<file path="src/rtl/cups_pkg.sv">
// Shared fetch-stage types and defaults: FSM state encoding, PC width and the
// bubble encoding that also serves as the IF/ID reset value.
package cups_pkg;

    localparam int          PC_W         = 16;
    localparam logic [15:0] RESET_PC_DEF = 16'h0000;
    localparam logic [15:0] NOP_INSTR_DEF = 16'h0000;

    typedef enum logic [1:0] {
        IDLE  = 2'd0,
        REQ   = 2'd1,
        DRAIN = 2'd2,
        HOLD  = 2'd3
    } fetch_state_t;

    typedef struct packed {
        logic [PC_W-1:0] pc;
        logic [15:0]     instr;
    } fetch_ent_t;

endpackage

</file>
<file path="src/rtl/fetch_pc_gen.sv">
// Next fetch-PC select: redirect target beats sequential increment beats hold.
// Addition wraps modulo 2^16 with no fault.
module fetch_pc_gen
    import cups_pkg::*;
#(
    parameter logic [PC_W-1:0] PC_INC = 16'd2
) (
    input  logic [PC_W-1:0] i_cur_pc,
    input  logic            i_redirect,
    input  logic [PC_W-1:0] i_redirect_pc,
    input  logic            i_inc,
    output logic [PC_W-1:0] o_next_pc
);

    always_comb begin
        o_next_pc = i_cur_pc;
        if (i_redirect)
            o_next_pc = i_redirect_pc;
        else if (i_inc)
            o_next_pc = i_cur_pc + PC_INC;
    end

endmodule

</file>
<file path="src/rtl/if_fetch.sv">
// Instruction-fetch stage: single-outstanding imem request/ack, one-entry skid
// buffer for stalls, flush on redirect. Optional IF_PERF_CNT_EN adds stallCycles.
module if_fetch
    import cups_pkg::*;
#(
    parameter logic [PC_W-1:0] RESET_PC  = RESET_PC_DEF,
    parameter logic [PC_W-1:0] PC_INC    = 16'd2,
    parameter logic [15:0]     NOP_INSTR = NOP_INSTR_DEF
) (
    input  logic            clk,
    input  logic            reset,
    input  logic            stall,
    input  logic            redirect,
    input  logic [PC_W-1:0] redirectPC,
    output logic            imem_req,
    output logic [PC_W-1:0] imem_addr,
    input  logic            imem_ack,
    input  logic [15:0]     imem_data,
    output logic [PC_W-1:0] pc,
    output logic [15:0]     instruction,
    output logic            valid
`ifdef IF_PERF_CNT_EN
    ,
    output logic [15:0]     stallCycles
`endif
);

    fetch_state_t    r_state, w_next_state;
    logic [PC_W-1:0] r_fetch_pc, w_next_pc;
    logic [PC_W-1:0] r_addr;
    fetch_ent_t      r_skid;
    logic [PC_W-1:0] r_pc;
    logic [15:0]     r_instr;
    logic            r_valid;

    logic            w_inc;
    logic            w_deliver;
    logic            w_skid_load;
    fetch_ent_t      w_dlv;

    always_comb begin
        w_next_state = r_state;
        w_inc        = 1'b0;
        w_deliver    = 1'b0;
        w_skid_load  = 1'b0;
        w_dlv        = '{pc: r_fetch_pc, instr: imem_data};
        case (r_state)
            IDLE: w_next_state = REQ;
            REQ: begin
                if (redirect) begin
                    // An un-acked request cannot be withdrawn, so its data must be drained.
                    w_next_state = imem_ack ? REQ : DRAIN;
                end else if (imem_ack) begin
                    w_inc = 1'b1;
                    if (stall) begin
                        w_skid_load  = 1'b1;
                        w_next_state = HOLD;
                    end else begin
                        w_deliver = 1'b1;
                    end
                end
            end
            DRAIN: if (imem_ack) w_next_state = REQ;
            HOLD: begin
                if (redirect) begin
                    w_next_state = REQ;
                end else if (!stall) begin
                    w_deliver    = 1'b1;
                    w_dlv        = r_skid;
                    w_next_state = REQ;
                end
            end
            default: w_next_state = IDLE;
        endcase
    end

    fetch_pc_gen #(.PC_INC(PC_INC)) u_pc_gen (
        .i_cur_pc      (r_fetch_pc),
        .i_redirect    (redirect),
        .i_redirect_pc (redirectPC),
        .i_inc         (w_inc),
        .o_next_pc     (w_next_pc)
    );

    always_ff @(posedge clk or negedge reset) begin
        if (!reset) begin
            r_state    <= IDLE;
            r_fetch_pc <= RESET_PC;
            r_addr     <= RESET_PC;
            r_skid     <= '0;
            r_pc       <= RESET_PC;
            r_instr    <= NOP_INSTR;
            r_valid    <= 1'b0;
        end else begin
            r_state    <= w_next_state;
            r_fetch_pc <= w_next_pc;
            // Remember the issued address so DRAIN keeps it stable after fetchPC moves.
            if (r_state == REQ)
                r_addr <= r_fetch_pc;
            if (redirect)
                r_skid <= '0;
            else if (w_skid_load)
                r_skid <= '{pc: r_fetch_pc, instr: imem_data};
            if (redirect) begin
                r_instr <= NOP_INSTR;
                r_valid <= 1'b0;
            end else if (!stall) begin
                if (w_deliver) begin
                    r_pc    <= w_dlv.pc;
                    r_instr <= w_dlv.instr;
                    r_valid <= 1'b1;
                end else begin
                    r_instr <= NOP_INSTR;
                    r_valid <= 1'b0;
                end
            end
        end
    end

    assign imem_req    = (r_state == REQ) || (r_state == DRAIN);
    assign imem_addr   = (r_state == DRAIN) ? r_addr : r_fetch_pc;
    assign pc          = r_pc;
    assign instruction = r_instr;
    assign valid       = r_valid;

`ifdef IF_PERF_CNT_EN
    logic [15:0] r_stall_cnt;

    always_ff @(posedge clk or negedge reset) begin
        if (!reset)
            r_stall_cnt <= '0;
        else if ((stall || r_state == DRAIN) && r_stall_cnt != 16'hFFFF)
            r_stall_cnt <= r_stall_cnt + 16'd1;
    end

    assign stallCycles = r_stall_cnt;
`endif

endmodule

</file>
<file path="config.mk">
export PLATFORM = sky130hd
export DESIGN_NAME = if_fetch
export DESIGN_NICKNAME = d
export VERILOG_FILES = /design/src/rtl/cups_pkg.sv /design/src/rtl/fetch_pc_gen.sv /design/src/rtl/if_fetch.sv
export SDC_FILE = /design/constraint.sdc
export NUM_CORES = 1
export LEC_CHECK = 0
export CORE_MARGIN = 2
export CORE_UTILIZATION = 40
export DETAILED_ROUTE_END_ITERATION = 6
export PLACE_DENSITY = 0.73
export SLEW_MARGIN = 20
export SYNTH_ARGS = -nofsm -noshare
export SYNTH_HDL_FRONTEND = slang
export SYNTH_SLANG_ARGS = --single-unit
</file>
<file path="constraint.sdc">
create_clock -name clk -period 2.4 [get_ports clk]
set_input_delay 0.36 -clock clk [delete_from_list [all_inputs] [get_ports clk]]
set_output_delay 0.36 -clock clk [all_outputs]
set_load 0.02 [all_outputs]
</file>
==> results of run 1 <==
-- routing by layer --
layer	GRT usage, %	up-vias
li1	-	1502
met1	24.4	1549
met2	27.5	66
met3	3.85	11
met4	6.33	0
met5	0	-
-- per-stage QoR --
| stage | power (mW) | worst slack (ns) | cell area (sq um) | utilization (%) |
|---|---|---|---|---|
| 6_report | 5.39 | 0.0868 | 5620 | 51.6 |
| 5_1_grt | 5.76 | 0.00620 | 5620 | 51.6 |
| 4_1_cts | 5.47 | 0.0586 | 5620 | 51.6 |
| 3_5_place_dp | 4.54 | 0.300 | 5460 | 50.1 |
| 3_3_place_gp | 4.48 | 0.327 | 5460 | 50.1 |
| 2_1_floorplan | 3.70 | 0.526 | 4480 | - |
-- critical path: cells and delay by family (launching register included) --
family / cells / cell delay, ns
buf+inv: 2 / 0.61
flops: 1 / 0.42
mux: 1 / 0.36
fa+ha+maj: 1 / 0.21
-- layout by cell type (no fill, tap or decap), types with 10 or more instances in the layout --
| cell type | Yosys | final |
|---|---|---|
| sky130_fd_sc_hd__clkdlybuf4s50_1 | 0 | 70 |
| sky130_fd_sc_hd__nand2_1 | 52 | 52 |
| sky130_fd_sc_hd__buf_4 | 2 | 12 |
| sky130_fd_sc_hd__dfrtp_1 | 99 | 99 |
| sky130_fd_sc_hd__a22o_1 | 32 | 32 |
| sky130_fd_sc_hd__o21ai_1 | 40 | 40 |
| sky130_fd_sc_hd__xor2_1 | 12 | 12 |
| sky130_fd_sc_hd__mux2_2 | 33 | 33 |
| sky130_fd_sc_hd__mux2i_1 | 34 | 34 |
| sky130_fd_sc_hd__dlygate4sd2_1 | 0 | 15 |
| sky130_fd_sc_hd__clkbuf_8 | 1 | 10 |
-- cells in the mapped netlist (all sizes together) --
cell | count | area, sq um
xnor2 | 1 | 8.76
o21ai | 47 | 235
nand3 | 3 | 15.0
and3 | 2 | 12.5
mux2 | 34 | 383
a21oi | 2 | 10.0
a22o | 32 | 280
or3 | 2 | 12.5
clkbuf | 13 | 58.8
nor2b | 2 | 12.5
nand2b | 1 | 6.26
nand4 | 7 | 43.8
o32a | 1 | 10.0
xor2 | 12 | 105
nor2 | 1 | 3.75
and2 | 1 | 6.26
mux2i | 34 | 340
inv | 4 | 15.0
a31oi | 2 | 12.5
ha | 4 | 50.1
o22a | 1 | 8.76
dfrtp | 99 | 2480
and4 | 4 | 37.5
a21boi | 1 | 7.51
nand2 | 52 | 195
buf | 22 | 128
-- sequential cells by signal, summed over array words and instances (netlist names) --
signal       count
r_addr          16
valid            1
r_fetch_pc      16
pc              16
r_state          2
r_skid          32
instruction     16
-- cells by family after synthesis --
group | after synthesis | synth area share, %
adders and majority gates | 4 | 1.12
DFF | 99 | 55.4
xor gates and xnor gates | 13 | 2.54
AOI/OAI and AO/OA | 86 | 12.6
and+or+nand+nor | 75 | 7.72
muxes | 68 | 16.2
buffers and inverters | 39 | 4.50
-- power by group through the flow --
stage	Clock, mW	Combinational (mW)	Sequential (mW)
floorplan	0	1.26	2.44
global placement	0	2.17	2.31
detailed placement	0	2.21	2.33
CTS	1.00	2.18	2.29
global route	1.07	2.33	2.35
finish	0.956	2.15	2.29
-- worst paths after layout --
kind / from / end / slack, ns / depth (start not counted)
hold reg to reg: pc[3]$_DFFE_PN0P_ / pc[3]$_DFFE_PN0P_ / 0.49 / 2
hold / removal: reset / r_skid[13]$_DFFE_PN0P_ / 0.48 / 2
setup / recovery: r_state[0]$_DFFE_PN0P_ / imem_addr[1] / 0.09 / 4
setup reg to reg: r_state[1]$_DFFE_PN0P_ / pc[12]$_DFFE_PN0P_ / 0.49 / 7
min in group clk: pc[3]$_DFFE_PN0P_ / pc[3]$_DFFE_PN0P_ / 0.49 / 2
max in group asynchronous: reset / r_skid[23]$_DFFE_PN0P_ / 1.21 / 3
-- area by class of cell --
| class | instances | area (sq um) |
|---|---|---|
| flip-flops and latches | 99 | 2480 |
| multi-input cells | 246 | 1810 |
| inverters | 4 | 15.0 |
| well taps | 140 | 175 |
| clock inverters | 4 | 26.3 |
| clock buffers | 12 | 145 |
| repair buffers | 100 | 972 |
| fillers | 999 | 5270 |
-- timing repair --
| item | in CTS | in global routing |
|---|---|---|
| buffers inserted | 0 | 0 |
| resized for setup | 15 | 0 |
| endpoints found under the setup margin | 15 | 0 |
| hold buffers | 1 | 0 |
| endpoints found under the hold margin | 35 | 0 |
==> impl_results.md, run 1 <==
* Switching share of power at 35.0%
* DP Cell Count at 588
* Actual transition at the worst max-transition pin at 0.485 ns
* Overall die area at 12100 sq um
* Clock Tree Root: sky130_fd_sc_hd__clkbuf_8
* RSZ-0062 raised after global routing: false
* I/O pin count at 87
* Setup crit start kind: register
* Total number of nets in the final design at 501
* Die Width at 110 um
* Part of the cycle the worst path needs at 96.4%
* Ratio of total power to cell area at 959 nW/um^2
* Class of the tightest hold or removal check: input port to asynchronous set/reset pin
* Number of DRC markers after the initial detailed-route iteration at 138
* Antenna Violating Nets Remaining at 0
* Arrival time of the worst setup path at 1.95 ns
* Seq/Total Area, Yosys at 55.4%
* DRC violation count after routing at 0
* Final setup viols at 0
* Detailed-routing iteration count for the pre-antenna-repair pass at 4
* Row cnt at 38
* Category of the most critical setup path: register to output pin
* Max incr delay on CP at 0.54 ns
* Wire length per cell after detailed routing at 16.3 um
* Clock tree from TritonCTS: yes
* DP Wirelength at 6.81 mm
* Reported leakage power at 2.48 nW
* Placer Congestion at 0.773
* Worst vdd rail ir drop at 533 uV
* Fraction of power consumed by combinational cells at 39.9%
* Total count of hold-check failures in the final report at 0
* Vias/cell at 5.17
* Sum of negative setup slack at 0 ns
* Area growth from synthesis to final layout at 25.6%
* Vert. Die Dim at 110 um
* Number of synthesized register bits at 99
* Total via count in the routed design at 3128
* Pin count of the biggest net entering global routing at 65
* Gr usage total at 17.7%
* Clock slew seen by the registers of the worst setup and hold paths at 0.09 ns
* Critical-path cell with the highest stage delay: sky130_fd_sc_hd__clkdlybuf4s50_1
* Clock skew at 0.0102 ns
* Non-filler instance count after layout at 605
* Number of violations of the max-capacitance limit at 0
* YS warnings at 0
* Clock latency reported for the late side of the worst-skew pair at 0.36 ns
* Final antenna diode count at 0
* Routed length on met1 at 4.71 mm
* Net count of the mapped netlist at 425
* Number of buffers created by CTS at 9
* First-pass GRT wire length at 16.5 mm
* Syn avg cell area at 11.7 sq um
* Starting Density at 41.1%
* Kind of end point of the critical path: output pin
* Headroom to the max-slew limit at 67.6%
* Bufs on Longest Clock Path at 2
* Clock period minus final worst setup slack at 2.31 ns
* Cell-by-cell listing of the critical path: inv_1 -> ha_1 -> mux2_2 -> clkdlybuf4s50_1
* Core area at 10900 sq um
* Max frequency at 432 MHz
* H-tree lvl count at 3
* Status: finished clean
* Cell variety after synth at 32
* Synth Instances at 384
* Max-slew violations at 0
* Detailed-routed wire length on met3 at 483 um
* Total met2 wirelength after detailed routing at 4.49 mm
* Psw at 1.89 mW
* Portion of total power attributed to the clock network at 17.7%
* Clk sink count at 99
* CP Data Required Time at 2.04 ns
* Post-Route WL at 9.83 mm
* Count of input and output buffers at 86
* Design internal power at 3.50 mW
* Number of antenna violations at the first check in global routing at 0
* Max Used Layer: met4
* Post-synth design cell area at 4480 sq um
* Share of final-layout standard cells stronger than drive strength 1 at 14.0%
* Peak fanout along the critical path at 4
* Grt ovf at 0
* Vias in the first global route at 3219
* Final Hold Slack at 0.482 ns
* Relative contribution of sequential cells to total power at 42.4%
(Power assumes the default switching activity.)
==> run 2, diff against run 1 <==
Settings changed: ABC_CLOCK_PERIOD_IN_PS from default to 2000, PLACE_DENSITY 0.73 to 0.76.
Clock period 2.4 ns to 2 ns, I/O delays scaled along.
==> run 2 against run 1 <==
  * The run now ends with negative setup slack left
  * Sequential share of layout area down 2.0 points
  * Global-route usage is 0.31 points higher
  * Total power up 26%
  * Register-to-register slack got worse by 0.30 ns
  * Sequential power grew 20%
  * Final cell count grew 2.5%
  * Count of clock-buffer cells in the layout is 1 lower
  * Via count rose by 4.0%
==> impl_results.md, run 2 (synthesized netlist as in run 1, its figures left out) <==
* Detailed-routing iteration count for the pre-antenna-repair pass at 4 (unchanged)
* Gr usage total at 18.0% (+0.31 points)
* Failing checks: negative setup slack
* Critical-path cell with the highest stage delay: sky130_fd_sc_hd__dfrtp_1
* Arrival time of the worst setup path at 1.71 ns (-0.24 ns)
* Grt ovf at 0 (unchanged)
* Actual transition at the worst max-transition pin at 0.540 ns (+0.0546 ns)
* Ratio of total power to cell area at 1160 nW/um^2 (+21%)
* Area of combinational cells with multiple inputs at 1860 sq um (+2.9%)
* DRC violation count after routing at 0 (unchanged)
* Max frequency at 498 MHz
* Clock skew at 0.00896 ns (-0.00128 ns)
* H-tree lvl count at 3 (unchanged)
* Core area at 10900 sq um (unchanged)
* Post-layout util at 54.1% (+2.5 points)
* Clock slew seen by the registers of the worst setup and hold paths at 0.10 ns (about the same)
* Final setup viols at 4 (+4)
* Vert. Die Dim at 110 um (unchanged)
* Headroom to the max-slew limit at 64.0% (-3.6 points)
* Worst vdd rail ir drop at 643 uV (+21%)
* Vias/cell at 5.25 (+1.5%)
* Part of the cycle the worst path needs at 100%
* Final antenna diode count at 0 (unchanged)
* Bufs on Longest Clock Path at 2 (unchanged)
* Area growth from synthesis to final layout at 31.6%
* Total via count in the routed design at 3253 (+4.0%)
* Clock tree from TritonCTS: yes
* Total count of hold-check failures in the final report at 0 (unchanged)
* Pin count of the biggest net entering global routing at 50 (-23%)
* Register containing the most flip-flops in the final layout: r_skid
* Finished Cell Area at 5890 sq um (+4.9%)
* Most common library cell in the layout ignoring fill and taps: sky130_fd_sc_hd__dfrtp_1
* Clock latency reported for the late side of the worst-skew pair at 0.36 ns (about the same)
* Clock Tree Root: sky130_fd_sc_hd__clkbuf_8
* Final Hold Slack at 0.413 ns (-0.0698 ns)
* Placed standard-cell area at 5530 sq um (+1.4%)
* Wire length per cell after detailed routing at 16.6 um (+2.4%)
* Clk sink count at 99 (unchanged)
* Setup crit start kind: register
* Placer Congestion at 0.739 (-4.3%)
* Vias in the first global route at 3278 (+1.8%)
* First-pass GRT wire length at 16.7 mm (+1.3%)
* Count of input and output buffers at 86 (unchanged)
* DP Wirelength at 6.89 mm (+1.1%)
* Sequential cell area in the final layout at 2480 sq um (unchanged)
* Most frequent cells in the layout: 99 x sky130_fd_sc_hd__dfrtp_1, 68 x sky130_fd_sc_hd__clkdlybuf4s50_1, 52 x sky130_fd_sc_hd__nand2_1
* Worst Setup Slack, final at -0.00711 ns (-0.0939 ns)
* Class of the tightest hold or removal check: input port to asynchronous set/reset pin
* Status: complete, but fails checks
* RSZ-0062 raised after global routing: true
* Number of DRC markers after the initial detailed-route iteration at 176 (+28%)
* Number of violations of the max-capacitance limit at 0 (unchanged)
* Category of the most critical setup path: register to output pin
* Max incr delay on CP at 0.44 ns (-0.10 ns)
* CP Data Required Time at 1.70 ns (-0.34 ns)
* Number of antenna violations at the first check in global routing at 0 (unchanged)
* Die Width at 110 um (unchanged)
* Share of final-layout standard cells stronger than drive strength 1 at 20.8% (+6.9 points)
* Sum of negative setup slack at -0.0183 ns (-0.0183 ns)
* Reported leakage power at 2.61 nW (+5.0%)
* Row cnt at 38 (unchanged)
* Cell-by-cell listing of the critical path: ha_4 -> buf_12 -> buf_12 -> mux2_4 -> buf_6
* Max-slew violations at 0 (unchanged)
* Number of buffers created by CTS at 9 (unchanged)
* Total number of nets in the final design at 516 (+3.0%)
* Peak fanout along the critical path at 8 (+4)
* Most used cell along the critical path: sky130_fd_sc_hd__buf_12
* Overall die area at 12100 sq um (unchanged)
* Number of flip-flops under the largest register name at 32 (unchanged)
* I/O pin count at 87 (unchanged)
* Antenna Violating Nets Remaining at 0 (unchanged)
* Worst setup slack for register-to-register paths at 0.19 ns (-0.30 ns)
* Clock period minus final worst setup slack at 2.01 ns
* Post-Route WL at 10.3 mm (+4.9%)
* Starting Density at 41.1% (unchanged)
* Count of fill cells added during filler insertion at 964 (-3.5%)
* Kind of end point of the critical path: output pin
==> run 2: cell types whose count changed in the layout (fill, tap and decap cells not counted), moves of 5 or more <==
cell	delta
sky130_fd_sc_hd__mux2_4	+10
sky130_fd_sc_hd__buf_12	+5
sky130_fd_sc_hd__buf_4	+9
sky130_fd_sc_hd__buf_6	+12
sky130_fd_sc_hd__dlygate4sd2_1	-15
sky130_fd_sc_hd__mux2_2	-10
==> run 2: worst paths after layout <==
kind	startpoint	to	cells after the start
hold reg to reg	valid$_DFFE_PN0P_	valid$_DFFE_PN0P_	2
hold / removal	reset	instruction[9]$_DFFE_PN0P_	2
setup / recovery	r_state[1]$_DFFE_PN0P_	imem_addr[13]	5
min in group clk	valid$_DFFE_PN0P_	valid$_DFFE_PN0P_	2
max in group asynchronous	reset	r_fetch_pc[5]$_DFFE_PN0P_	3
setup reg to reg	r_state[0]$_DFFE_PN0P_	r_fetch_pc[12]$_DFFE_PN0P_	7
==> run 2: stage by stage <==
step,power (mW),std cells,setup WS [ns]
final,6.82,620,-0.00711
after CTS,6.80,618,-0.0640
after global routing,7.23,620,-0.0594
after detailed placement,5.47,595,0.0170
after global placement,5.39,595,0.0609
after floorplan,4.43,384,0.186
==> run 2: what timing repair did <==
action                     4_1_cts  5_1_grt
setup endpoints to repair       17       24
hold buffers                     1        0
resized for setup               91       16
cloned                           1        0
buffers inserted                 5        2
pin swaps                        0        1
hold endpoints to repair        29        0
==> run 2: final cells by class <==
cell class	count	area share (%)
Clock buffer	11	2.40
Clock inverter	5	0.658
Tap cell	140	2.97
Multi-Input combinational cell	246	31.6
Sequential cell	99	42.0
Inverter	4	0.255
Timing Repair Buffer	115	20.1
==> run 2: power breakdown <==
part	switching [mW]	total [mW]	internal, mW
Clock	0.693	1.18	0.489
Sequential	0.291	2.75	2.46
Combinational	1.40	2.89	1.49
==> run 2: critical path, delay by kind of cell (launching register included) <==
family | cells | cell delay, ns
multiplexers | 1 | 0.31
flip-flops | 1 | 0.44
adder cells (fa/ha/maj) | 1 | 0.20
buffers and inverters | 3 | 0.40
==> run 2: layer usage <==
| metal | up-vias | wire, um | global-route usage [%] |
|---|---|---|---|
| li1 | 1539 | - | - |
| met1 | 1616 | 4790 | 24.5 |
| met2 | 88 | 4840 | 28.2 |
| met3 | 10 | 563 | 4.80 |
| met4 | 0 | 121 | 5.42 |
| met5 | - | 0 | 0 |
==> run 3, diff against run 2 <==
Settings changed: CORE_MARGIN 2 to 3, CTS_CLUSTER_DIAMETER from default to 50, SKIP_CTS_REPAIR_TIMING from default to 1.
==> run 3 against run 2 <==
  * The flow now finishes without violations
  * Largest cell class unchanged
  * Combinational power decreased by 6%
  * Critical path depth decreased by 1
  * Hold slack improved by 0.034 ns
  * Setup slack improved by 0.065 ns
  * Core utilization increased by 0.48 points
  * Count of clock-buffer cells in the layout unchanged
  * Via count decreased by 1.1%
  * Global-route usage decreased by 1.8 points
  * Final cell count decreased by 1.8%
  * First-iteration DRC count decreased by 34%
  * Total power decreased by 0.93%
  * Non-clock buffer count decreased by 7
==> impl_results.md, run 3 (synthesized netlist as in run 1, its figures left out) <==
* Vert. Die Dim at 112 um (+1.8%)
* Capturing element of the worst setup path: imem_addr[14]
* Post-layout util at 54.6% (+0.48 points)
* I/O pin count at 87 (unchanged)
* Final Hold Slack at 0.446 ns (+0.0335 ns)
* Clock Tree Root: sky130_fd_sc_hd__clkbuf_8
* Detailed-routing iteration count for the pre-antenna-repair pass at 4 (unchanged)
* Psw at 2.38 mW (-0.14%)
* Placed standard-cell area at 5530 sq um (unchanged)
* DP Wirelength at 6.83 mm (-0.86%)
* Relative contribution of sequential cells to total power at 40.9% (+0.6 points)
* Part of the cycle the worst path needs at 97.1% (-3.3 points)
* Clock period minus final worst setup slack at 1.94 ns (-0.0652 ns)
* Grt ovf at 0 (unchanged)
* H-tree lvl count at 3 (unchanged)
* Worst reg2reg startpoint: r_state[1]$_DFFE_PN0P_
* Number of DRC markers after the initial detailed-route iteration at 116 (-34%)
* Core area at 10600 sq um (-2.6%)
* Post-Route WL at 10.1 mm (-2.2%)
* Total number of nets in the final design at 509 (-1.4%)
* Starting Density at 42.2% (+1.1 points)
* Sum of negative setup slack at 0 ns (+0.0183 ns)
* Peak fanout along the critical path at 8 (unchanged)
* Final antenna diode count at 0 (unchanged)
* Gr usage total at 16.2% (-1.8 points)
* Critical-path cell with the highest stage delay: sky130_fd_sc_hd__dfrtp_1
* Die Width at 112 um (+1.8%)
* Bufs on Longest Clock Path at 2 (unchanged)
* Total via count in the routed design at 3216 (-1.1%)
* Count of input and output buffers at 86 (unchanged)
* Wire length per cell after detailed routing at 16.6 um (-0.39%)
* Overall die area at 12500 sq um (+3.7%)
* Pin count of the biggest net entering global routing at 50 (unchanged)
* Number of cells on the worst reg-to-reg path at 6 (-1)
* Arrival time of the worst setup path at 1.64 ns (-0.07 ns)
* Finished Cell Area at 5790 sq um (-1.8%)
* Max incr delay on CP at 0.45 ns (about the same)
* Class of the tightest hold or removal check: input port to asynchronous set/reset pin
* First-pass GRT wire length at 16.6 mm (-0.33%)
* Setup crit start kind: register
* Worst setup slack for register-to-register paths at 0.14 ns (-0.05 ns)
* Power, Total at 6.75 mW (-0.93%)
* Placer Congestion at 0.771 (+4.3%)
* Clock slew seen by the registers of the worst setup and hold paths at 0.10 ns (about the same)
* CP Data Required Time at 1.70 ns (about the same)
* Clock latency reported for the late side of the worst-skew pair at 0.36 ns (about the same)
* Portion of total power attributed to the clock network at 18.7% (+1.4 points)
* Category of the most critical setup path: register to output pin
* Worst vdd rail ir drop at 597 uV (-7.2%)
* Count of fill cells added during filler insertion at 919 (-4.7%)
* Share of final-layout standard cells stronger than drive strength 1 at 19.7% (-1.2 points)
* Number of violations of the max-capacitance limit at 0 (unchanged)
* Vias in the first global route at 3308 (+0.92%)
* Total count of hold-check failures in the final report at 0 (unchanged)
* Most frequent cells in the layout: 99 x sky130_fd_sc_hd__dfrtp_1, 68 x sky130_fd_sc_hd__clkdlybuf4s50_1, 52 x sky130_fd_sc_hd__nand2_1
* Clock skew at 0.0115 ns (+0.00255 ns)
* Max-slew violations at 0 (unchanged)
* Clk sink count at 99 (unchanged)
* Launch point of the worst path: r_state[1]$_DFFE_PN0P_
* DRC violation count after routing at 0 (unchanged)
* Number of antenna violations at the first check in global routing at 0 (unchanged)
* Clock tree from TritonCTS: yes
* Ratio of total power to cell area at 1170 nW/um^2 (+0.85%)
* Design internal power at 4.37 mW (-1.3%)
* Number of flip-flops under the largest register name at 32 (unchanged)
* Headroom to the max-slew limit at 62.6% (-1.4 points)
* Max frequency at 515 MHz (+3.4%)
* R2r endpoint: r_fetch_pc[15]$_DFFE_PN0P_
* Actual transition at the worst max-transition pin at 0.561 ns (+0.0214 ns)
* Register containing the most flip-flops in the final layout: r_skid
* Status: finished clean
* Row cnt at 37 (-2.6%)
* Most common library cell in the layout ignoring fill and taps: sky130_fd_sc_hd__dfrtp_1
* Fraction of power consumed by combinational cells at 40.4% (-2.0 points)
* Vias/cell at 5.28 (+0.65%)
* Cell-by-cell listing of the critical path: ha_4 -> clkbuf_16 -> mux2_4 -> buf_6
* Switching share of power at 35.3% (+0.28 points)
* Reported leakage power at 2.57 nW (-1.5%)
* Antenna Violating Nets Remaining at 0 (unchanged)
* Kind of end point of the critical path: output pin
* Area growth from synthesis to final layout at 29.3%
* Number of buffers created by CTS at 9 (unchanged)
* RSZ-0062 raised after global routing: true
* Final setup viols at 0 (-4)
[run 3: how the worst min path moves through the flow]
| stage | from | end | slack, ns |
|---|---|---|---|
| final | reset | r_fetch_pc[13]$_DFFE_PN0P_ | 0.45 |
| after global routing | reset | pc[9]$_DFFE_PN0P_ | 0.48 |
| after CTS | reset | r_fetch_pc[14]$_DFFE_PN0P_ | -0.09 |
| after detailed placement | reset | pc[9]$_DFFE_PN0P_ | 0.31 |
| after global placement | reset | pc[9]$_DFFE_PN0P_ | 0.30 |
| after floorplan | reset | instruction[0]$_DFFE_PN0P_ | 0.004 |
[run 3: routing by layer]
layer | share of wire (%) | vias up | wire, um | track usage [%]
met5 | 0 | - | 0 | 0
met4 | 1.1 | 0 | 109 | 5.35
met3 | 4.4 | 7 | 449 | 3.10
met2 | 48 | 83 | 4890 | 25.5
met1 | 46 | 1597 | 4640 | 22.7
li1 | - | 1529 | - | -
[run 3: power by group through the flow]
stage | Sequential (mW) | Clock [mW] | Combinational (mW)
floorplan | 2.93 | 0 | 1.51
global placement | 2.77 | 0 | 2.63
detailed placement | 2.79 | 0 | 2.68
CTS | 2.75 | 1.30 | 2.70
global route | 2.83 | 1.38 | 2.94
finish | 2.76 | 1.26 | 2.73
[run 3: critical path, delay by kind of cell (launching register included)]
family / cells / cell delay (ns)
flip-flops: 1 / 0.45
multiplexers: 1 / 0.31
adder cells (fa/ha/maj): 1 / 0.21
buffers and inverters: 2 / 0.30
[run 3: through the flow]
stage / instances / worst slack [ns]
3_3_place_gp: 590 / 0.0645
3_5_place_dp: 590 / 0.0222
5_1_grt: 609 / -0.0120
6_report: 609 / 0.0581
2_1_floorplan: 384 / 0.186
4_1_cts: 606 / -0.393
[run 3: final cells by class]
cell class | instances | area (sq um) | area share (%)
inverter | 4 | 15.0 | 0.259
sequential | 99 | 2480 | 42.8
clock inverter | 5 | 43.8 | 0.757
tap | 136 | 170 | 2.94
timing repair buffer | 108 | 1080 | 18.7
clock buffer | 11 | 151 | 2.62
multi-input combinational | 246 | 1850 | 31.9
